--- src/rtl/display_scan_pkg.sv ---
// Shared segment patterns (active-low {g,f,e,d,c,b,a}) and the digit slot index type
// for the display_scan block.
package display_scan_pkg;

  typedef logic [1:0] digit_idx_t;

  localparam logic [6:0] SEG_0    = 7'b1000000;
  localparam logic [6:0] SEG_1    = 7'b1111001;
  localparam logic [6:0] SEG_2    = 7'b0100100;
  localparam logic [6:0] SEG_3    = 7'b0110000;
  localparam logic [6:0] SEG_4    = 7'b0011001;
  localparam logic [6:0] SEG_5    = 7'b0010010;
  localparam logic [6:0] SEG_6    = 7'b0000010;
  localparam logic [6:0] SEG_7    = 7'b1111000;
  localparam logic [6:0] SEG_8    = 7'b0000000;
  localparam logic [6:0] SEG_9    = 7'b0010000;
  localparam logic [6:0] SEG_DASH = 7'b0111111;
  localparam logic [6:0] SEG_OFF  = 7'b1111111;

  // Active-low anode pattern selecting one slot.
  function automatic logic [3:0] an_onehot_n(input digit_idx_t idx);
    return ~(4'b0001 << idx);
  endfunction

endpackage

--- src/rtl/display_scan_if.sv ---
// Display bus: stopwatch digits and controls in, multiplexed segment drive out.
interface display_scan_if;

  logic [15:0] digits;
  logic        hold;
  logic        lz_en;
  logic [3:0]  an;
  logic [6:0]  seg;
  logic        dp;

  modport master (output digits, hold, lz_en, input an, seg, dp);
  modport slave  (input digits, hold, lz_en, output an, seg, dp);

endinterface

--- src/rtl/display_scan_seg7_decode.sv ---
// Combinational BCD to active-low 7-segment decoder; non-decimal codes show a dash.
module seg7_decode
  import display_scan_pkg::*;
(
  input  logic [3:0] i_bcd,
  output logic [6:0] o_seg
);

  always_comb begin
    o_seg = SEG_DASH;
    case (i_bcd)
      4'd0:    o_seg = SEG_0;
      4'd1:    o_seg = SEG_1;
      4'd2:    o_seg = SEG_2;
      4'd3:    o_seg = SEG_3;
      4'd4:    o_seg = SEG_4;
      4'd5:    o_seg = SEG_5;
      4'd6:    o_seg = SEG_6;
      4'd7:    o_seg = SEG_7;
      4'd8:    o_seg = SEG_8;
      4'd9:    o_seg = SEG_9;
      default: o_seg = SEG_DASH;
    endcase
  end

endmodule

--- src/rtl/display_scan.sv ---
// Four-digit multiplexed stopwatch display scanner with lap hold and leading-zero blanking.
// Define DISPLAY_SCAN_BLINK_EN to make the separator point blink every BLINK_FRAMES frames.
module display_scan
  import display_scan_pkg::*;
#(
  parameter int unsigned REFRESH_DIV  = 4,
  parameter int unsigned BLINK_FRAMES = 8
) (
  input  logic           clk,
  input  logic           reset,
  display_scan_if.slave  bus
);

  if (REFRESH_DIV < 1 || REFRESH_DIV > 65535) begin : g_bad_div
    $error("display_scan: REFRESH_DIV must be in 1..65535");
  end
  if (BLINK_FRAMES < 1) begin : g_bad_blink
    $error("display_scan: BLINK_FRAMES must be at least 1");
  end

  localparam logic [15:0] DIV_LAST = 16'(REFRESH_DIV - 1);

  logic [15:0] r_presc;
  digit_idx_t  r_idx;
  logic [15:0] r_snap;
  logic [3:0]  r_an;
  logic [6:0]  r_seg;
  logic        r_dp;

  logic        w_tick;
  logic        w_frame;
  logic        w_phase;
  logic        w_blank;
  logic        w_z3;
  logic        w_z2;
  logic        w_z1;
  logic [3:0]  w_digit;
  logic [6:0]  w_dec_seg;
  logic [6:0]  w_seg_next;
  logic        w_dp_next;

  assign w_tick  = (r_presc == DIV_LAST);
  assign w_frame = w_tick && (r_idx == 2'd3);

  always_ff @(posedge clk) begin
    if (reset) begin
      r_presc <= '0;
      r_idx   <= '0;
      r_snap  <= '0;
    end else begin
      r_presc <= w_tick ? '0 : r_presc + 16'd1;
      if (w_tick) begin
        r_idx <= r_idx + 2'd1;
      end
      if (w_frame && !bus.hold) begin
        r_snap <= bus.digits;
      end
    end
  end

`ifdef DISPLAY_SCAN_BLINK_EN
  localparam logic [15:0] BLINK_LAST = 16'(BLINK_FRAMES - 1);

  logic [15:0] r_frame_cnt;
  logic        r_phase;

  always_ff @(posedge clk) begin
    if (reset) begin
      r_frame_cnt <= '0;
      r_phase     <= 1'b0;
    end else if (w_frame) begin
      if (r_frame_cnt == BLINK_LAST) begin
        r_frame_cnt <= '0;
        r_phase     <= ~r_phase;
      end else begin
        r_frame_cnt <= r_frame_cnt + 16'd1;
      end
    end
  end

  assign w_phase = r_phase;
`else
  assign w_phase = 1'b0;
`endif

  assign w_digit = r_snap[{r_idx, 2'b00} +: 4];

  seg7_decode u_dec (
    .i_bcd (w_digit),
    .o_seg (w_dec_seg)
  );

  // Blanking cascades down from digit 3; digit 0 always shows.
  assign w_z3 = (r_snap[15:12] == 4'd0);
  assign w_z2 = w_z3 && (r_snap[11:8] == 4'd0);
  assign w_z1 = w_z2 && (r_snap[7:4] == 4'd0);

  always_comb begin
    w_blank = 1'b0;
    if (bus.lz_en) begin
      case (r_idx)
        2'd1:    w_blank = w_z1;
        2'd2:    w_blank = w_z2;
        2'd3:    w_blank = w_z3;
        default: w_blank = 1'b0;
      endcase
    end
  end

  assign w_seg_next = w_blank ? SEG_OFF : w_dec_seg;
  assign w_dp_next  = (r_idx == 2'd2) ? w_phase : 1'b1;

  always_ff @(posedge clk) begin
    if (reset) begin
      r_an  <= an_onehot_n(2'd0);
      r_seg <= SEG_0;
      r_dp  <= 1'b1;
    end else begin
      r_an  <= an_onehot_n(r_idx);
      r_seg <= w_seg_next;
      r_dp  <= w_dp_next;
    end
  end

  assign bus.an  = r_an;
  assign bus.seg = r_seg;
  assign bus.dp  = r_dp;

endmodule

--- src/flat_wrapper.sv ---
// flat-port wrapper written by rule: the top's interface ports become plain ports
module display_scan_flat import display_scan_pkg::*;
#(
  parameter int unsigned REFRESH_DIV  = 4,
  parameter int unsigned BLINK_FRAMES = 8
)
  (clk, reset, bus_digits, bus_hold, bus_lz_en, bus_an, bus_seg, bus_dp);
  display_scan_if bus_i ();
  input  logic clk;
  input  logic reset;
  input wire logic [$bits(bus_i.digits)-1:0] bus_digits;
  input wire logic [$bits(bus_i.hold)-1:0] bus_hold;
  input wire logic [$bits(bus_i.lz_en)-1:0] bus_lz_en;
  output wire logic [$bits(bus_i.an)-1:0] bus_an;
  output wire logic [$bits(bus_i.seg)-1:0] bus_seg;
  output wire logic [$bits(bus_i.dp)-1:0] bus_dp;
  assign bus_i.digits = bus_digits;
  assign bus_i.hold = bus_hold;
  assign bus_i.lz_en = bus_lz_en;
  assign bus_an = bus_i.an;
  assign bus_seg = bus_i.seg;
  assign bus_dp = bus_i.dp;
  display_scan #(.REFRESH_DIV(REFRESH_DIV), .BLINK_FRAMES(BLINK_FRAMES)) u_core (.clk(clk), .reset(reset), .bus(bus_i));
endmodule
--- config.mk ---
export PLATFORM = sky130hd
export DESIGN_NAME = display_scan_flat
export DESIGN_NICKNAME = d
export VERILOG_FILES = /design/src/rtl/display_scan_pkg.sv /design/src/rtl/display_scan_if.sv /design/src/rtl/display_scan_seg7_decode.sv /design/src/rtl/display_scan.sv /design/src/flat_wrapper.sv
export SDC_FILE = /design/constraint.sdc
export NUM_CORES = 1
export LEC_CHECK = 0
export CAP_MARGIN = 20
export CORE_ASPECT_RATIO = 0.8
export CORE_UTILIZATION = 30
export CTS_CLUSTER_DIAMETER = 150
export DETAILED_ROUTE_END_ITERATION = 16
export MAX_ROUTING_LAYER = met4
export PLACE_DENSITY_LB_ADDON = 0.2
export SYNTH_ARGS = -nofsm -noshare
export SYNTH_HDL_FRONTEND = slang
export SYNTH_HIERARCHICAL = 1
export SYNTH_SLANG_ARGS = --single-unit
--- constraint.sdc ---
create_clock -name clk -period 2.6 [get_ports clk]
set_input_delay 0.52 -clock clk [delete_from_list [all_inputs] [get_ports clk]]
set_output_delay 0.52 -clock clk [all_outputs]
set_load 0.02 [all_outputs]
== Word-level counts from Yosys, hierarchy flattened ==
Memory sizes are Yosys's and may differ from the RTL's.
Index checks and enable logic that the tools add are counted.

* Add/subtract/negate cells: 2
* Multipliers: 0
* Div/mod/pow operators: 0
* Magnitude comparators: 0
* Eq/ne operators: 4
* Shift operators: 2
* Multiplexer cells: 4
* Bitwise logic cells: 1
* Reduce and logical (&&, ||, !) cells: 10

{| class="wikitable"
|+ Operators by type and width
! kind !! number
|-
| adder 16 x 1 -> 16 bit (second input constant) || 1
|-
| == test 16 x 2 -> 1 bit (second input constant) || 1
|-
| variable part select 16 x 5 -> 4 bit || 1
|-
| logical NOT 4 bit || 3
|-
| two-way mux 6 bit || 1
|-
| == test 2 bit (second input constant) || 2
|-
| logical AND 1 bit || 4
|-
| inverter 4 bit || 1
|-
| OR reduction 2 bit || 2
|-
| << shifter 1 x 2 -> 4 bit (first input constant) || 1
|-
| one-hot mux 1 bit (3 select lines) || 1
|-
| adder 2 x 1 -> 2 bit (second input constant) || 1
|-
| == test 2 x 1 -> 1 bit (second input constant) || 1
|-
| two-way mux 1 bit || 2
|-
| logical NOT 1 bit || 1
|}

* Bits in registers: 46
* Bits in latches: 0
* Memory bits (writable): 0
* Memory bits (read-only): 112
* Input bits: 20
* Output and inout bits: 12
* Word-level logic and storage cells: 31
* Memories: 1

{| class="wikitable"
|+ Memories
! name !! words !! width !! rd ports !! clocked after Yosys merged registers in !! write ports !! RTL line !! source
|-
| (name not given) || 16 || 7 || 1 || 0 || 0 || display_scan_seg7_decode.sv:11 || <nowiki>case (i_bcd)</nowiki>
|}

== Longest topological paths before layout ==
Gate-level depths: netlist of the first run.

* Word-level depth: 6
* Gate-level depth with buffers: 8
* Mapped depth without buffers: 7

== Cells and area by module ==
Netlist of the first run, hierarchy kept.

{| class="wikitable"
|+ Modules (own cells, without submodules)
! module !! instances !! cells each !! area an instance (sq um) !! sequential area each (sq um)
|-
| display_scan || 1 || 207 || 2023.2 || 900.9
|-
| seg7_decode || 1 || 31 || 224.0 || 0.0
|}

== Worst setup path before layout of the first run ==
No wires, ideal clock.

* Path kind: register -> register
* Start: reg u_core.r_idx[0]
* End: reg u_core.r_seg[0], in the netlist u_core/bus.seg[0]
* Library setup time: 0.071 ns
* Arrival time: 2.041 ns
* Required time: 2.529 ns
* Setup slack: 0.488 ns
* Cell stages (with the launch flop): 8
* Path buffers: 1
* Clock period less this slack: 2.112 ns
* Cells stage by stage: dfxtp_1 clkbuf_1 inv_1 ha_1 or4b_2 nor3_1 o211ai_1 a21oi_1

* Cells in the longest elaborated chain, start to end: 4
* Elaborated cells between the ends (all ways): 8
* Classes of those cells: eq/ne (3); shift (1); mux (3); memory (1)

{| class="wikitable"
|+ Ends and longest elaborated chain
! element !! RTL line !! source
|-
| from (decl) || display_scan.sv:24 || <nowiki>digit_idx_t r_idx;</nowiki>
|-
| from (signal assigned) || display_scan.sv:53 || <nowiki>r_idx <= r_idx + 2'd1;</nowiki>
|-
| parallel branches: the longest is 3 deep, another holds memory read (16 x 7 bit) || n/a ||
|-
| two-way mux 6 bit * || display_scan.sv:110 || <nowiki>assign w_seg_next = w_blank ? SEG_OFF : w_dec_seg;</nowiki>
|-
| to (signal assigned) || display_scan.sv:120 || <nowiki>r_seg <= w_seg_next;</nowiki>
|-
| to (decl) || display_scan.sv:27 || <nowiki>logic [6:0] r_seg;</nowiki>
|}

Every way passes the cells marked *.
A chain may end at the register's enable or synchronous reset.

== Final worst setup path of the first run ==
Ends and elaborated chain as after synthesis.

==> results of run 1 <==
[power groups by stage]
stage	logic, W	clock network (W)	registers, W
2_1_floorplan	0.0000527	0	0.000720
3_3_place_gp	0.0000935	0	0.000722
3_5_place_dp	0.0000932	0	0.000722
4_1_cts	0.0000937	0.000449	0.000706
5_1_grt	0.000103	0.000478	0.000708
6_report	0.0000922	0.000430	0.000706
[worst max-delay path: stages (launching register included)]
cell and delay [ns]:
dfxtp_1 0.52, inv_1 0.17, ha_1 0.22, or4b_2 0.60
nor3_1 0.15, o211ai_1 0.25, a21oi_1 0.21
[layout by cell type (no fill, tap or decap), types with 2 or more instances in the layout]
cell             instances
a21oi_1                 11
and3b_1                  2
buf_4                    2
clkbuf_8                 6
clkdlybuf4s50_1         31
dfxtp_1                 45
ha_1                    11
inv_1                   14
mux2i_1                 18
mux4_2                   4
nand2_1                  6
nand2b_1                37
nand3_1                  4
nand4_1                  3
nor2_1                  23
nor3_1                   6
nor3b_1                  2
nor4_1                   7
o21ai_0                  2
xnor2_1                 11
xor2_1                   3
[state kept, by name (all words and copies together), names as in the netlist]
register / cells
u_core/r_snap: 16
u_core/bus.an: 3
u_core/bus.dp: 1
u_core/bus.seg: 7
u_core/r_idx: 2
u_core/r_presc: 16
[metrics by stage]
step	hold WS, ns	cell area [µm²]	instances	worst slack (ns)
final	0.455	2700	352	0.407
after global routing	0.471	2700	352	0.132
after CTS	0.455	2700	352	0.380
after detailed placement	0.436	2610	345	0.332
after global placement	0.430	2610	345	0.353
after floorplan	0.418	2250	238	0.488
[routing by layer]
metal / share of wire / wire length [µm] / GRT usage / vias up
met4: 0.0090 / 38 / 0.0448 / 0
met5: 0 / 0 / - / -
met1: 0.62 / 2600 / 0.188 / 693
met3: 0.044 / 187 / 0.0359 / 4
li1: - / - / - / 845
met2: 0.33 / 1400 / 0.133 / 28
[path summary, 6_finish.rpt]
path | slack (ns) | start | endpoint
setup / recovery | 0.41 | u_core/r_idx[0] | u_core/bus.seg[0]
hold / removal | 0.45 | u_core/r_presc[0] | u_core/r_presc[0]
setup reg to reg | 0.41 | u_core/r_idx[0] | u_core/bus.seg[0]
hold reg to reg | 0.45 | u_core/r_presc[0] | u_core/r_presc[0]
[cell families after synthesis]
family,after synthesis
buffers and inverters,27
adders and majority gates,11
AOI/OAI and AO/OA,18
and+or+nand+nor,101
muxes,22
DFF,45
xor gates and xnor gates,14
[layout make-up]
type,count,area (µm²),area share
timing repair buffer,33,325,0.121
multi-input combinational,166,1220,0.454
sequential,45,901,0.334
tap,87,109,0.0403
clock buffer,7,86.3,0.0320
inverter,14,52.6,0.0195
==> impl_metrics.ini, run 1 <==
[sta]
max_freq_ghz = 0.456
hold_viol = 0
fin_crit_sh = 0.843
drv_slew = 0
worstMarginPinSlew_ns = 0.617
min_period_ns = 2.19
setup_viol = 0
fin_setup_tns_ns = 0
slew_headroom = 0.589
fin_skew_ns = 0.00470
rsz0062_at_grt = no

[floorplanning]
core_mm2 = 0.00706
initial_utilization = 0.318
num_rows = 27
die_w_um = 98.8
die_y_um = 79.4
ios = 32
dieArea_mm2 = 0.00784

[synth]
synth_top_family_by_area = simple AND/OR/NAND/NOR gates
synthArstFlopShare = 0
synth-xor-area-share = 0.0546
synth_commonest_cells = dfxtp_1, nand2b_1, nor2_1
yosysTopAreaCell = dfxtp_1
synthMuxAreaShare = 0.120
syn_area_mm2 = 0.00225
ys_types = 37
syn_avg_cell_area_um2 = 9.44
synth_top_area_frac = 0.401
synthAdderAreaFrac = 0.0612
synth_edf_count = 0
synthSimpleGateAreaFrac = 0.261
ys_ff_latch = 45
yosysMostFrequentCell = dfxtp_1
synth_compound_area_frac = 0.0457
synthCells = 238
yosys_most_used_dff = dfxtp_1
yosys_warnings = 6
synth_area_leaders = dfxtp_1, nand2b_1, mux2i_1
synthesis.nets = 269
yosysSeqAreaShare = 0.401

[setup_path]
worst-r2r-cell-count = 6
worst_setup_path_end_kind = register
crit_arrival_ns = 2.41
startpoint_type = register
crit_required_ns = 2.82
cp_max_fo = 7
path_class = reg -> reg

[drt]
drt_drc_violations_left = 0
avgRoutedWirePerCell_um = 12.0
drt_wl_total_mm = 4.23
first_iter_violations = 96
vias = 1570
antenna_left = 0
drt-vias-per-instance = 4.46
drtPass1Iterations = 4

[cts]
cts_made_buffers = 5
ctsHoldBuffers = 0
cts_buffer_depth = 2
postCtsResizedCells = 0
cts_sinks = 45
cts.clk_slew.worst_paths_ns = 0.08
h-tree-depth = 2
post_cts_buffers = 0
clk_latency_ns = 0.29
cts_tree = built
cts_root_buf = clkbuf_8

[place]
portBuffers = 31
place.gp.congestion = 0.799
hpwl_mm = 3.09

[global_route]
grtUsageTotal = 0.120
antenna_found_initial = 0
grt_pass1_wl_mm = 7.09
gr-total-overflow = 0
grt_max_degree = 46
grt_pass1_vias = 1412

[power]
comb_power_share = 0.075
power.internal_w = 0.000962
power.switching_w = 0.000266
leakage_nw = 0.914
max-vdd-ir-drop_v = 0.000165
total_power_w = 0.00123
swShare = 0.216
clkPwrFrac = 0.350
seq_power_share = 0.575
powerDensity_mw_per_mm2 = 455

[finish]
area_growth_pct = 20.1
postLayoutCoreUtil = 0.382
fillers = 713
fin_nets = 296
drive_gt1_frac = 0.0642
n_antenna_cell = 0

[status]
outcome = completed

[run]
cap_viol_max_count = 0

[hold_path]
holdPathStages = 1
hold_class = reg -> reg
No activity file was read; power rests on OpenSTA's default activity.
==> inputs of run 2 (changes only) <==
==> constraint.sdc (replaced) <==
create_clock -name clk -period 1.9 [get_ports clk]
set_input_delay 0.38 -clock clk [delete_from_list [all_inputs] [get_ports clk]]
set_output_delay 0.38 -clock clk [all_outputs]
set_load 0.02 [all_outputs]
==> run 2 against run 1 <==
Against the previous run: worst hold slack got worse by 0.0024 ns; first-iteration DRC count fell by 2.1%; non-clock buffer count rose by 19; cell count rose by 5.4%; critical path depth rose by 3; global-route usage barely moved; critical path type unchanged; largest cell class unchanged; highest routed layer unchanged.
==> impl_metrics.ini, run 2 (synthesized netlist as in run 1, its figures left out) <==
[status]
outcome = completed

[sta]
max_freq_ghz = 0.537
hold_viol = 0
fin_setup_tns_ns = 0
fin_skew_ns = 0.00803
slew_headroom = 0.577
min_period_ns = 1.86
setup_viol = 0
worstMarginPinSlew_ns = 0.631
rsz0062_at_grt = yes
drv_slew = 0
timing.hold.ws_ns = 0.452
fin_crit_sh = 0.980

[drt]
drt_wl_total_mm = 4.50
drtPass1Iterations = 5
drt-vias-per-instance = 4.56
first_iter_violations = 94
vias = 1692
antenna_left = 0
avgRoutedWirePerCell_um = 12.1
drt_drc_violations_left = 0

[cts]
cts_root_buf = clkbuf_8
clk_latency_ns = 0.30
h-tree-depth = 2
cts_buffer_depth = 2
cts_tree = built
cts_made_buffers = 5
cts_sinks = 45
cts.clk_slew.worst_paths_ns = 0.08

[setup_path]
cp_max_fo = 5
crit_start = u_core/r_idx[0]
worst_setup_path_end_kind = register
crit_arrival_ns = 2.09
path_class = reg -> reg
crit_required_ns = 2.13
r2r-start = u_core/r_idx[0]
startpoint_type = register

[floorplanning]
die_y_um = 79.4
die_w_um = 98.8
core_mm2 = 0.00706
dieArea_mm2 = 0.00784
initial_utilization = 0.318
ios = 32
num_rows = 27

[finish]
drive_gt1_frac = 0.169
layout_common_cells = dfxtp_1, nand2b_1, clkdlybuf4s50_1
n_antenna_cell = 0
postLayoutCoreUtil = 0.420
layout_commonest_cell = dfxtp_1
fin_nets = 315
area_growth_pct = 31.9
stdcell_count = 371
final_area_mm2 = 0.00296

[global_route]
grt_pass1_wl_mm = 7.05
grt_max_degree = 46
antenna_found_initial = 0
gr-total-overflow = 0
grtUsageTotal = 0.120
grt_pass1_vias = 1421

[place]
place_area_mm2 = 0.00277
place.gp.congestion = 0.756
dp.cells = 361
hpwl_mm = 3.25
portBuffers = 31

[power]
swShare = 0.208
leakage_nw = 1.05
max-vdd-ir-drop_v = 0.000322
seq_power_share = 0.531
power.internal_w = 0.00144
clkPwrFrac = 0.380
powerDensity_mw_per_mm2 = 612
comb_power_share = 0.089
power.switching_w = 0.000378

[hold_path]
hold_class = reg -> reg
worstHoldStart = u_core/r_presc[0]

[run]
cap_viol_max_count = 0
[run 2: cell types whose count changed in the layout (fill, tap and decap cells not counted), moves of 3 or more]
| cell | before | now |
|---|---|---|
| buf_12 | 0 | 3 |
| buf_4 | 2 | 14 |
| buf_6 | 0 | 4 |
| ha_1 | 11 | 8 |
| inv_1 | 14 | 11 |
| inv_2 | 0 | 3 |
[run 2: timing repair]
item,in CTS,in global routing
setup endpoints to repair,6,5
buffers inserted,0,3
resized for setup,4,14
pin swaps,3,4
cloned,0,0
hold buffers,0,0
[run 2: area by class of cell]
type	instances	area, µm²
clock buffer	5	68.8
sequential	45	905
timing repair buffer	52	520
tap	87	109
multi-input combinational	166	1270
clock inverter	2	35.0
fill	693	4100
inverter	14	52.6
[run 2: final timing paths]
check                                         end  slack, ns  cells past startpoint
worst min register to register  u_core/r_presc[0]       0.45                      1
worst min-delay path            u_core/r_presc[0]       0.45                      1
worst max register to register  u_core/bus.seg[0]       0.04                      9
worst max-delay path            u_core/bus.seg[0]       0.04                      9
[run 2: power groups by stage]
stage	clock (W)	combinational, W	sequential (W)
CTS	0.000720	0.000161	0.000964
finish	0.000690	0.000161	0.000963
global placement	0	0.000160	0.000986
detailed placement	0	0.000160	0.000986
floorplan	0	0.0000756	0.000987
global route	0.000764	0.000179	0.000965
[run 2: through the flow]
stage / setup WS (ns) / power [W]
floorplan: 0.00669 / 0.00106
global placement: -0.236 / 0.00115
detailed placement: -0.298 / 0.00115
CTS: 0.00893 / 0.00184
global route: -0.0527 / 0.00191
finish: 0.0386 / 0.00181
[run 2: per-layer routing]
layer  up-vias  global-route usage  routed length, µm
met1       764               0.180               2550
met5         -                   -                  0
met2        35               0.142               1700
met3         4              0.0315                189
li1        889                   -                  -
met4         0              0.0582                 59
[run 2: critical path, stage by stage, from the launching register on]
cell     delay (ns)
dfxtp_4        0.38
buf_12         0.11
mux4_2         0.57
inv_2          0.12
buf_6          0.11
ha_4           0.11
mux2i_2        0.07
a21oi_1        0.15
inv_1          0.06
a21oi_1        0.13
